## config.mk

```make
export PLATFORM = sky130hd
export DESIGN_NAME = keypad_scan_driver
export DESIGN_NICKNAME = d
export VERILOG_FILES = /design/src/rtl/keyscan_pkg.sv /design/src/rtl/keyscan_event_fifo.sv /design/src/rtl/keypad_scan_driver.sv
export SDC_FILE = /design/constraint.sdc
export NUM_CORES = 1
export LEC_CHECK = 0
export CORE_AREA = 2 2 113 137
export CTS_CLUSTER_SIZE = 16
export DETAILED_ROUTE_END_ITERATION = 8
export DIE_AREA = 0 0 115 139
export GPL_TIMING_DRIVEN = 0
export PLACE_DENSITY_LB_ADDON = 0.3
export SYNTH_ARGS = -nofsm -noshare
export SYNTH_HDL_FRONTEND = slang
export SYNTH_SLANG_ARGS = --single-unit
```

## constraint.sdc

```tcl
create_clock -name HCLK -period 2.7 [get_ports HCLK]
set_input_delay 0.81 -clock HCLK [delete_from_list [all_inputs] [get_ports HCLK]]
set_output_delay 0.81 -clock HCLK [all_outputs]
set_load 0.005 [all_outputs]
```

## src/rtl/keyscan_pkg.sv

```systemverilog
// Shared types and constants for the keypad scan path.
// Optional release reporting is selected with the KEYSCAN_RELEASE_EN macro.
package keyscan_pkg;

    localparam int ROWS       = 4;
    localparam int COLS       = 4;
    localparam int FIFO_DEPTH = 4;

    // One queued key event: direction flag plus {row, col} key index
    typedef struct packed {
        logic       is_release;
        logic [3:0] code;
    } key_event_t;

    typedef enum logic {
        SCAN  = 1'b0,
        DRAIN = 1'b1
    } scan_state_t;

    // Flat key number from row and column indices
    function automatic logic [3:0] key_index(input logic [1:0] r, input logic [1:0] c);
        return {r, c};
    endfunction

    // Lowest set column in a pending mask; the caller only asks when the mask is non-zero
    function automatic logic [1:0] lowest_set(input logic [3:0] m);
        if (m[0])      return 2'd0;
        else if (m[1]) return 2'd1;
        else if (m[2]) return 2'd2;
        else           return 2'd3;
    endfunction

endpackage

```

## src/rtl/keyscan_event_fifo.sv

```systemverilog
// Four-deep event FIFO; a push into a full FIFO is dropped and flags a sticky overflow,
// unless a pop in the same cycle frees a slot.
module keyscan_event_fifo
    import keyscan_pkg::*;
(
    input  logic       HCLK,
    input  logic       HRESETn,
    input  logic       push,
    input  key_event_t push_data,
    input  logic       pop,
    input  logic       ovf_clr,
    output key_event_t head,
    output logic       full,
    output logic       empty,
    output logic       ovf
);

    localparam int PTR_W = $clog2(FIFO_DEPTH);
    localparam int CNT_W = $clog2(FIFO_DEPTH + 1);

    key_event_t         mem [FIFO_DEPTH];
    logic [PTR_W-1:0]   wr_ptr;
    logic [PTR_W-1:0]   rd_ptr;
    logic [CNT_W-1:0]   count;
    logic               do_pop;
    logic               do_push;

    assign full    = (count == CNT_W'(FIFO_DEPTH));
    assign empty   = (count == '0);
    assign do_pop  = pop && !empty;
    assign do_push = push && (!full || do_pop);
    assign head    = mem[rd_ptr];

    // Pointer and occupancy bookkeeping
    always_ff @(posedge HCLK or negedge HRESETn) begin
        if (!HRESETn) begin
            wr_ptr <= '0;
            rd_ptr <= '0;
            count  <= '0;
        end else begin
            if (do_push) wr_ptr <= wr_ptr + 1'b1;
            if (do_pop)  rd_ptr <= rd_ptr + 1'b1;
            case ({do_push, do_pop})
                2'b10:   count <= count + 1'b1;
                2'b01:   count <= count - 1'b1;
                default: count <= count;
            endcase
        end
    end

    // Storage array; contents are only observed while the FIFO is non-empty
    always_ff @(posedge HCLK) begin
        if (do_push) mem[wr_ptr] <= push_data;
    end

    // Sticky overflow: a dropped push wins over a simultaneous clear
    always_ff @(posedge HCLK or negedge HRESETn) begin
        if (!HRESETn)               ovf <= 1'b0;
        else if (push && !do_push)  ovf <= 1'b1;
        else if (ovf_clr)           ovf <= 1'b0;
    end

endmodule

```

## src/rtl/keypad_scan_driver.sv

```systemverilog
// 4x4 keypad row scanner with per-key debounce and a queued event interface.
// Define KEYSCAN_RELEASE_EN to also report key releases.
module keypad_scan_driver
    import keyscan_pkg::*;
#(
    parameter int DWELL     = 1024,
    parameter int DEB_SCANS = 3
) (
    input  logic       HCLK,
    input  logic       HRESETn,
    output logic [3:0] row,
    input  logic [3:0] col,
    output logic       ev_valid,
    output logic [3:0] ev_code,
    output logic       ev_release,
    input  logic       ev_ready,
    output logic       key_irq,
    output logic       ovf,
    input  logic       ovf_clr
);

`ifdef KEYSCAN_RELEASE_EN
    localparam logic RELEASE_EN = 1'b1;
`else
    localparam logic RELEASE_EN = 1'b0;
`endif

    logic [3:0]             col_meta;
    logic [3:0]             col_sync;
    logic [15:0]            dwell_cnt;
    logic [1:0]             row_idx;
    logic                   sample;
    logic [ROWS*COLS-1:0]   stable_q;
    logic [1:0]             match_q [ROWS*COLS];
    logic [1:0]             match_nx [COLS];
    logic [3:0]             toggle_mask;
    logic [3:0]             change_mask;
    logic [3:0]             pending_mask;
    logic [1:0]             pend_row;
    scan_state_t            state_q;
    scan_state_t            state_d;
    logic                   drain_en;
    logic [1:0]             drain_col;
    logic [3:0]             drain_clear;
    logic                   push_q;
    key_event_t             push_data_q;
    key_event_t             head;
    logic                   fifo_full;
    logic                   fifo_empty;

    assign sample = (dwell_cnt == 16'(DWELL - 1));
    assign row    = 4'b0001 << row_idx;

    // Two-flop synchronizer for the asynchronous column inputs
    always_ff @(posedge HCLK or negedge HRESETn) begin
        if (!HRESETn) begin
            col_meta <= '0;
            col_sync <= '0;
        end else begin
            col_meta <= col;
            col_sync <= col_meta;
        end
    end

    // Dwell counter; the driven row advances when the counter wraps
    always_ff @(posedge HCLK or negedge HRESETn) begin
        if (!HRESETn) begin
            dwell_cnt <= '0;
            row_idx   <= '0;
        end else if (sample) begin
            dwell_cnt <= '0;
            row_idx   <= row_idx + 1'b1;
        end else begin
            dwell_cnt <= dwell_cnt + 1'b1;
        end
    end

    // Debounce decision for the four keys of the currently driven row
    always_comb begin
        toggle_mask = '0;
        change_mask = '0;
        for (int c = 0; c < COLS; c++) begin
            match_nx[c] = '0;
            if (col_sync[c] != stable_q[key_index(row_idx, 2'(c))]) begin
                if (({1'b0, match_q[key_index(row_idx, 2'(c))]} + 3'd1) == 3'(DEB_SCANS)) begin
                    toggle_mask[c] = 1'b1;
                    change_mask[c] = RELEASE_EN | col_sync[c];
                end else begin
                    match_nx[c] = match_q[key_index(row_idx, 2'(c))] + 2'd1;
                end
            end
        end
    end

    // Per-key stable state and match counters, updated only at the sample point
    always_ff @(posedge HCLK or negedge HRESETn) begin
        if (!HRESETn) begin
            stable_q <= '0;
            for (int k = 0; k < ROWS*COLS; k++) match_q[k] <= '0;
        end else if (sample) begin
            for (int c = 0; c < COLS; c++) begin
                stable_q[key_index(row_idx, 2'(c))] <= stable_q[key_index(row_idx, 2'(c))] ^ toggle_mask[c];
                match_q[key_index(row_idx, 2'(c))]  <= match_nx[c];
            end
        end
    end

    // Drain FSM state register
    always_ff @(posedge HCLK or negedge HRESETn) begin
        if (!HRESETn) state_q <= SCAN;
        else          state_q <= state_d;
    end

    // Drain FSM next state: stay in DRAIN until the last pending column is taken
    always_comb begin
        state_d = state_q;
        case (state_q)
            SCAN:    if (sample && (change_mask != '0)) state_d = DRAIN;
            DRAIN: begin
                if (sample && (change_mask != '0))               state_d = DRAIN;
                else if ((pending_mask & ~drain_clear) == '0)   state_d = SCAN;
            end
            default: state_d = SCAN;
        endcase
    end

    // Drain FSM outputs: one pending column per cycle, lowest first
    always_comb begin
        drain_en    = (state_q == DRAIN);
        drain_col   = lowest_set(pending_mask);
        drain_clear = drain_en ? (4'b0001 << drain_col) : 4'b0000;
    end

    // Pending columns of the row just sampled
    always_ff @(posedge HCLK or negedge HRESETn) begin
        if (!HRESETn) begin
            pending_mask <= '0;
            pend_row     <= '0;
        end else if (sample) begin
            pending_mask <= change_mask;
            pend_row     <= row_idx;
        end else begin
            pending_mask <= pending_mask & ~drain_clear;
        end
    end

    // Registered push stage between the drain and the FIFO write
    always_ff @(posedge HCLK or negedge HRESETn) begin
        if (!HRESETn) begin
            push_q      <= 1'b0;
            push_data_q <= '0;
        end else begin
            push_q                 <= drain_en;
            push_data_q.code       <= key_index(pend_row, drain_col);
            push_data_q.is_release <= RELEASE_EN & ~stable_q[key_index(pend_row, drain_col)];
        end
    end

    keyscan_event_fifo u_fifo (
        .HCLK      (HCLK),
        .HRESETn   (HRESETn),
        .push      (push_q),
        .push_data (push_data_q),
        .pop       (ev_valid && ev_ready),
        .ovf_clr   (ovf_clr),
        .head      (head),
        .full      (fifo_full),
        .empty     (fifo_empty),
        .ovf       (ovf)
    );

    assign ev_valid   = !fifo_empty;
    assign key_irq    = ev_valid;
    assign ev_code    = fifo_empty ? 4'd0 : head.code;
    assign ev_release = RELEASE_EN & ev_valid & head.is_release;

endmodule
```

# After elaboration in Yosys (flattened, before gate mapping)
# Memories as Yosys holds them, arrays and structs flattened.
# Index checks and enable logic that the tools add are counted.
[word_totals]
romBits = 0
elab_cells = 192
input_bits = 8
latchBits = 0
out_inout_bits = 12
regBits = 94
ramBits = 16
memories = 1
[op_classes]
shifts = 2
div_mod_pow = 0
n_reduce_logical = 22
bitwise_logic = 11
magnitude_cmp = 16
eq_ne = 12
multipliers = 0
n_addsub = 14
n_mux = 84
[memory_table]
columns = ["name", "depth", "word_bits", "rd", "rd_clocked_by_memory_dff", "write_ports", "line", "source"]
rows = [
  ["u_fifo.mem", 4, 4, 1, 0, 1, "keyscan_event_fifo.sv:21", "key_event_t mem [FIFO_DEPTH];"],
]
[ops]
columns = ["op", "n"]
rows = [
  ["$bwmux 32", 4],
  ["$bwmux 16", 4],
  ["$mux 2", 22],
  ["$bmux 2 s4", 4],
  ["$demux 2 s4", 4],
  ["$mux 1", 32],
  ["$ge 5x5->1 const B", 4],
  ["$lt 4x5->1 const B", 4],
  ["$lt 5x1->1 const B", 4],
  ["$not 4->5", 4],
  ["$add 16x1->16 const B", 1],
  ["$eq 16x10->1 const B", 1],
  ["$ge 4x1->1 const B", 4],
  ["$mux 16", 1],
  ["$add 2x1->2 const B", 7],
  ["$logic_and 1x1->1", 13],
  ["$add 2x1->3 const B", 4],
  ["$eq 3x2->1 const B", 4],
  ["$mux 4", 3],
  ["$bmux 1 s2", 4],
  ["$demux 1 s2", 4],
  ["$shl 1x2->4 const A", 2],
  ["$pmux 3 s2", 1],
  ["$and 4x4->4", 1],
  ["other kinds (16)", 25],
]

# Longest topological paths before layout
# Gate-level depths: netlist of run 1.
[logic_depth]
word_depth = 13
ltp_mapped = 9
ltp_nobuf = 8

# Modules after synthesis
# A second synthesis of run 1 with hierarchy kept.
[unflattened]
cells_unflattened = 337
hier_area_um2 = 5099.9
[modules_own_cells]
columns = ["mod", "seq_area_each_um2", "cells_per_inst", "n_inst", "area_per_inst_um2"]
rows = [
  ["keypad_scan_driver", 2152.1, 268, 1, 3886.2],
  ["keyscan_event_fifo", 800.8, 69, 1, 1213.7],
]

# Least setup slack after synthesis of run 1
# OpenSTA, ideal clock, no wires.
[synth_path]
path_kind = "input-to-reg"
start = "input ev_ready"
end = "register u_fifo.count[2]"
required_time_ns = 2.554
path_slack_ns = 0.275
t_arrival_ns = 2.279
setup_time_ns = 0.146
stages = 7
path_buffers = 1
cell_sequence = "clkbuf_1 > nand2_1 > or2_2 > fa_1 > nand2b_1 > o211ai_1 > o311ai_0"
[synth_via]
elab_chain_cells = 6
word_cells_on_any_way = 8
classes_between = "eq/ne: 2; mux: 1; reduce/logical: 5"
[synth_lines]
columns = ["element", "line", "source"]
rows = [
  ["from (decl)", "keypad_scan_driver.sv:16", "input logic ev_ready,"],
  ["$logic_and 1x1->1 (*)", "keypad_scan_driver.sv:164", ".pop (ev_valid && ev_ready),"],
  ["$logic_and 1x1->1 (*)", "keyscan_event_fifo.sv:30", "assign do_pop = pop && !empty;"],
  ["$logic_or 1x1->1", "keyscan_event_fifo.sv:31", "assign do_push = push && (!full || do_pop);"],
  ["$logic_and 1x1->1", "keyscan_event_fifo.sv:31", ""],
  ["$eq 2x1->1 or $eq 2x2->1 (tied branches)", "keyscan_event_fifo.sv:43", "case ({do_push, do_pop})"],
  ["$pmux 3 s2 or $reduce_bool 2->1 (tied branches)", "n/a", ""],
  ["to (signal assigned)", "keyscan_event_fifo.sv:44", "2'b10: count <= count + 1'b1;"],
  ["to (signal assigned)", "keyscan_event_fifo.sv:45", "2'b01: count <= count - 1'b1;"],
  ["to (signal assigned)", "keyscan_event_fifo.sv:46", "default: count <= count;"],
  ["to (decl)", "keyscan_event_fifo.sv:24", "logic [CNT_W-1:0] count;"],
]
# Mark *: on every way between the ends. The rest lies on a longest branch, timed or not.
# A chain may end at the register's enable or synchronous reset.

# Final worst setup path of run 1
[layout_path]
start = "register u_fifo.count[1]"
end = "output key_irq"
[layout_via]
elab_chain_cells = 2
[layout_lines]
columns = ["element", "line", "source"]
rows = [
  ["$logic_not 3->1", "keyscan_event_fifo.sv:29", "assign empty = (count == '0);"],
  ["$logic_not 1->1", "keypad_scan_driver.sv:172", "assign ev_valid = !fifo_empty;"],
  ["to (decl)", "keypad_scan_driver.sv:17", "output logic key_irq,"],
]
# Every way passes these cells.

==> results of run 1 <==
==> final cells by class <==
cell class / count / area, µm² / share of cell area
plain buffers: 11 / 88.8 / 0.0157
clock buffers: 13 / 262 / 0.0462
clock inverters: 3 / 42.5 / 0.00751
inverters: 8 / 30.0 / 0.00530
multi-input cells: 231 / 1930 / 0.340
flip-flops and latches: 110 / 2840 / 0.501
well taps: 178 / 223 / 0.0393
repair buffers: 26 / 256 / 0.0453
==> kinds of logic after synthesis <==
group,after synthesis
flops,110
simple gates,107
mux,53
compound gates,37
xor+xnor,22
buf+inv,21
fa+ha+maj,11
other cells,1
==> flip-flops by register name, summed over array words and instances, names as in the netlist, 3 cells and up <==
register	flops
col_meta	4
u_fifo.count	3
u_fifo.mem	16
col_sync	4
match_q	32
pending_mask	4
dwell_cnt	16
push_data_q	4
stable_q	16
==> per-stage QoR <==
step                      hold WS (ps)  total power [mW]  setup TNS, ps
after floorplan                    331              1.98              0
after global placement             336              2.10        -249600
after detailed placement           335              2.11           -343
after CTS                          350              3.50              0
after global routing               374              3.63              0
final                              349              3.46              0
==> critical path, cell delays in order, from the launching register on <==
cell and delay (ps):
dfrtp_1 440, or3_4 450, buf_4 140, clkdlybuf4s50_1 430
==> power groups by stage <==
stage          Clock [mW]  Sequential, mW  Combinational [mW]
2_1_floorplan           0            1.78               0.200
3_3_place_gp            0            1.80               0.300
6_report             1.35            1.77               0.341
5_1_grt              1.46            1.79               0.385
4_1_cts              1.38            1.78               0.337
3_5_place_dp            0            1.79               0.317
==> layer usage <==
metal | vias to the layer above | routed length, µm | part of all wire
met2 | 32 | 4440 | 0.51
met5 | - | 0 | 0
li1 | 1354 | - | -
met1 | 1421 | 3800 | 0.44
met3 | 9 | 266 | 0.031
met4 | 0 | 129 | 0.015
==> how the worst max path moves through the flow <==
stage | from | end | slack [ps]
after global routing | u_fifo.count[1] | key_irq | 4
final | u_fifo.count[1] | key_irq | 90
after global placement | HRESETn | col_meta[1] | -2660
after floorplan | ev_ready | u_fifo.count[2] | 280
after CTS | u_fifo.rd_ptr[0] | ev_code[0] | 10
after detailed placement | row_idx[1] | row[1] | -200
==> cells in the mapped netlist (2+ instances only) <==
cell | n | area share
mux2i_1 | 4 | 0.0082
nor2b_1 | 2 | 0.0026
edfxtp_1 | 16 | 0.099
nor2_1 | 13 | 0.010
ha_1 | 9 | 0.023
a21oi_1 | 2 | 0.0021
clkbuf_1 | 4 | 0.0031
mux2_1 | 6 | 0.014
and3_1 | 5 | 0.0064
mux4_2 | 16 | 0.074
nand2b_1 | 6 | 0.0077
xor2_1 | 7 | 0.013
buf_6 | 3 | 0.0069
buf_4 | 3 | 0.0046
nand3_1 | 8 | 0.0082
o311ai_0 | 2 | 0.0036
xnor2_1 | 15 | 0.027
o211ai_1 | 2 | 0.0031
nor3_1 | 6 | 0.0062
nand3b_1 | 2 | 0.0031
nor3b_1 | 8 | 0.012
o21ai_0 | 26 | 0.027
nand2_1 | 34 | 0.026
inv_1 | 8 | 0.0062
nand3_2 | 3 | 0.0062
buf_2 | 2 | 0.0021
dfrtp_1 | 94 | 0.48
nor3_4 | 2 | 0.0067
mux2_2 | 27 | 0.062
and2_1 | 9 | 0.012
nand4_1 | 2 | 0.0026
==> repair_timing <==
| item | CTS | global route |
|---|---|---|
| endpoints found under the setup margin | 8 | 4 |
| gates resized for setup | 12 | 3 |
| buffers inserted | 4 | 4 |
==> flow_summary.ini, run 1 <==
[routing]
drtIter0Drc = 130
vias = 2816
ant_nets = 0
wl_mm = 8.63
route.detailed.drc = 0
drt_pass1_iterations = 6
vias_per_cell = 4.86
wl_per_cell_um = 14.9

[min_path]
hold_path.startpoint = col_meta[2]
hold_path_end = col_sync[2]
hold_depth = 0
hp-class = register to register

[sta]
finalSetupViolCount = 0
rsz0062_at_grt = no
max_freq_mhz = 383
hold_viol_final = 0
finClkSkew_ps = 7.89
finalCritPeriodShare = 0.968
min_period_ps = 2610
maxSlewViolCount = 0
layout_setup_ws_ps = 86.6

[finish]
finish.utilization = 0.385
area_growth_pct = 16.4
final_common_cell = dfrtp_1
layout.cells.non_filler = 580
layout-drive-gt1-share = 0.224
mostFrequentLayoutCells = dfrtp_1, nand2_1, mux2_2, o21ai_0
final_nets = 415
antenna_cells = 0
n_fill_cell = 1400
final_cell_area_um2 = 5670

[grt]
grt_pass1_wl_mm = 14.5
grt_util_all_layers = 0.118
use_met3 = 0.0315
top_usage_layer = met2
use_met1 = 0.146
grt_max_degree = 69
overflow = 0
grt_pass1_vias = 2819
grt_antenna_before_repair = 0
grt.met2_usage = 0.197

[synthesis]
ys_types = 47
avgSynthCellArea_um2 = 13.4
synth-edff-count = 16
synth_top_family_by_area = multiplexers
synth-compound-area-share = 0.0432
syn_inst = 362
synth_fp_nets = 380
synthesis.area_um2 = 4870
yosys.area_share.xor_xnor = 0.0396
ys_seq_elements = 110
synthAdderAreaFrac = 0.0293
ys.flop_type = dfrtp_1
muxShareOfSynthArea = 0.159
synth_warnings = 0
ys_seq_area_frac = 0.582
synthArstFlopShare = 0.855
synth-simple-area-share = 0.123

[worst_setup_path]
crit_arrival_ps = 1800
path_class = register to output port
crit_fanout = 8
worstPathRequired_ps = 1890
cp-start-kind = register
endpoint_kind = output port
reg2reg_slack_ps = 370
rr_worst_depth = 5
r2r_start = dwell_cnt[13]
r2r-end = match_q[29]

[placement]
post-place-ws_ps = -199
detailed_place.area_um2 = 5290
portBuffers = 17
gp_congestion = 0.718
placed_cells = 558
dp_hpwl_mm = 5.90

[clock_tree]
ctsRootBufferMaster = clkbuf_16
clk_latency_ps = 350
path_clk_slew_ps = 70
clock-sinks = 110
cts_tree = done
holdBufCountCts = 0
htreeDepth = 3
max-clock-path-buffers = 2
cts_buffers = 9

[power]
p_switching_mw = 0.771
powerDensity_nw_per_um2 = 611
peakVddDrop_mv = 0.457
combPwrFrac = 0.098
pwr-share-clk = 0.389
intPower_mw = 2.69
switching_share = 0.223
p_leak_nw = 2.57
p_seq_frac = 0.513

[floorplan]
die_height_um = 139
core_area_um2 = 14700
row_count = 49
die_area_um2 = 16000
start_util = 0.331
die_w_um = 115
boundaryPins = 20

[outcome]
status = complete, no violations

[flow_run]
max-cap-violations = 0
No activity file was read; power rests on OpenSTA's default activity.
==> run 2, diff against run 1 <==
- SLEW_MARGIN: default -> 20
==> run 2 against run 1 <==
Non-clock buffer count unchanged. Sequential share of layout area hardly changed. Global-route usage unchanged. Utilization about the same. Maximum frequency unchanged. Hold slack worse by 26 ps. Via count stayed put. Clock-buffer cell count stayed put. Flip-flop and latch count did not move. Highest routed layer unchanged.
==> flow_summary.ini, run 2 (synthesis results as in run 1) <==
[clock_tree]
cts_buffers = 9
ctsRootBufferMaster = clkbuf_16
max-clock-path-buffers = 2
cts_tree = done
clk_latency_ps = 350
path_clk_slew_ps = 70
clock-sinks = 110
htreeDepth = 3

[finish]
area_growth_pct = 16.5
multi_input_area_um2 = 1930
final_cell_area_um2 = 5670
largest_reg_flops = 32
antenna_cells = 0
mostFrequentLayoutCells = dfrtp_1, nand2_1, mux2_2, o21ai_0
seq_area_um2 = 2840
layout-drive-gt1-share = 0.224
n_fill_cell = 1398
final_nets = 415
final_common_cell = dfrtp_1
top_register = match_q

[floorplan]
die_area_um2 = 16000
boundaryPins = 20
die_w_um = 115
start_util = 0.331
die_height_um = 139
core_area_um2 = 14700
row_count = 49

[placement]
dp_hpwl_mm = 5.90
portBuffers = 17
detailed_place.area_um2 = 5290
gp_congestion = 0.718

[sta]
max_freq_mhz = 383
finalSetupViolCount = 0
finClkSkew_ps = 7.89
hold_viol_final = 0
finalSetupTns_ps = 0
maxSlewViolCount = 0
min_period_ps = 2610
rsz0062_at_grt = no
finalCritPeriodShare = 0.968

[power]
p_leak_nw = 2.57
peakVddDrop_mv = 0.457
powerDensity_nw_per_um2 = 611

[routing]
vias = 2816
wl_per_cell_um = 14.9
wl_mm = 8.63
drtIter0Drc = 130
route.detailed.drc = 0
drt_pass1_iterations = 6
ant_nets = 0
vias_per_cell = 4.86

[worst_setup_path]
cp-start-kind = register
endpoint_kind = output port
worstPathRequired_ps = 1890
crit_fanout = 8
path_class = register to output port
crit_arrival_ps = 1800

[outcome]
status = complete, no violations

[grt]
grt_pass1_wl_mm = 14.5
grt_antenna_before_repair = 0
grt_max_degree = 69
grt_util_all_layers = 0.118
overflow = 0
grt_pass1_vias = 2819

[min_path]
hp-class = primary input to async pin

[flow_run]
max-cap-violations = 0
[run 2: cell counts in the layout (fill, tap and decap cells not counted)]
Identical to the previous run, type by type.
[run 2: report_power, final]
group / total [mW] / internal [mW] / leakage, nW / switching, mW
Clock: 1.35 / 0.776 / 0.145 / 0.571
Sequential: 1.77 / 1.72 / 1.44 / 0.0557
Combinational: 0.341 / 0.197 / 0.987 / 0.145
Total: 3.46 / 2.69 / 2.57 / 0.771
[run 2: repair_timing]
item / CTS / global route
setup endpoints to repair: 8 / 4
hold buffers: 0 / 0
setup buffers: 4 / 4
gates resized for setup: 12 / 3
[run 2: critical path, cell delays in order, from the launching register on]
cell and delay (ps):
dfrtp_1 440, or3_4 450, buf_4 140, clkdlybuf4s50_1 430
[run 2: layout make-up]
type	count	share of cell area
sequential	110	0.500
buffer	11	0.0157
clock buffer	13	0.0461
timing repair buffer	26	0.0459
tap	178	0.0393
inverter	8	0.00530
multi-input combinational	231	0.340
clock inverter	3	0.00750
[run 2: routing by layer]
metal	wire (µm)	vias up	track usage
met5	0	-	0
met4	129	0	0.0419
met3	266	9	0.0315
met2	4440	32	0.197
met1	3800	1421	0.146
li1	-	1354	-
[run 2: per-stage QoR]
step,power [mW],hold WS [ps],std cells,util,worst slack [ps]
2_1_floorplan,1.98,331,362,-,275
3_3_place_gp,2.10,336,557,0.357,-2660
3_5_place_dp,2.11,335,558,0.359,-199
4_1_cts,3.50,323,576,0.383,13.4
5_1_grt,3.63,331,580,0.385,3.53
6_report,3.46,323,580,0.385,86.6
[run 2: path summary, 6_finish.rpt]
| path | startpoint | endpoint | slack, ps | cells past startpoint |
|---|---|---|---|---|
| setup / recovery | u_fifo.count[1] | key_irq | 90 | 3 |
| hold / removal | HRESETn | u_fifo.rd_ptr[1] | 320 | 1 |
| setup reg to reg | dwell_cnt[13] | match_q[29] | 370 | 5 |
| hold reg to reg | col_meta[2] | col_sync[2] | 350 | 0 |
| max in group asynchronous | HRESETn | row_idx[1] | 1760 | 2 |
| min in group HCLK | col_meta[2] | col_sync[2] | 350 | 0 |
==> run 3, diff against run 2 <==
- CAP_MARGIN: default -> 15
==> results of run 3 <==
Same layout as run 2: the final DEF is identical, and so are final timing and power.
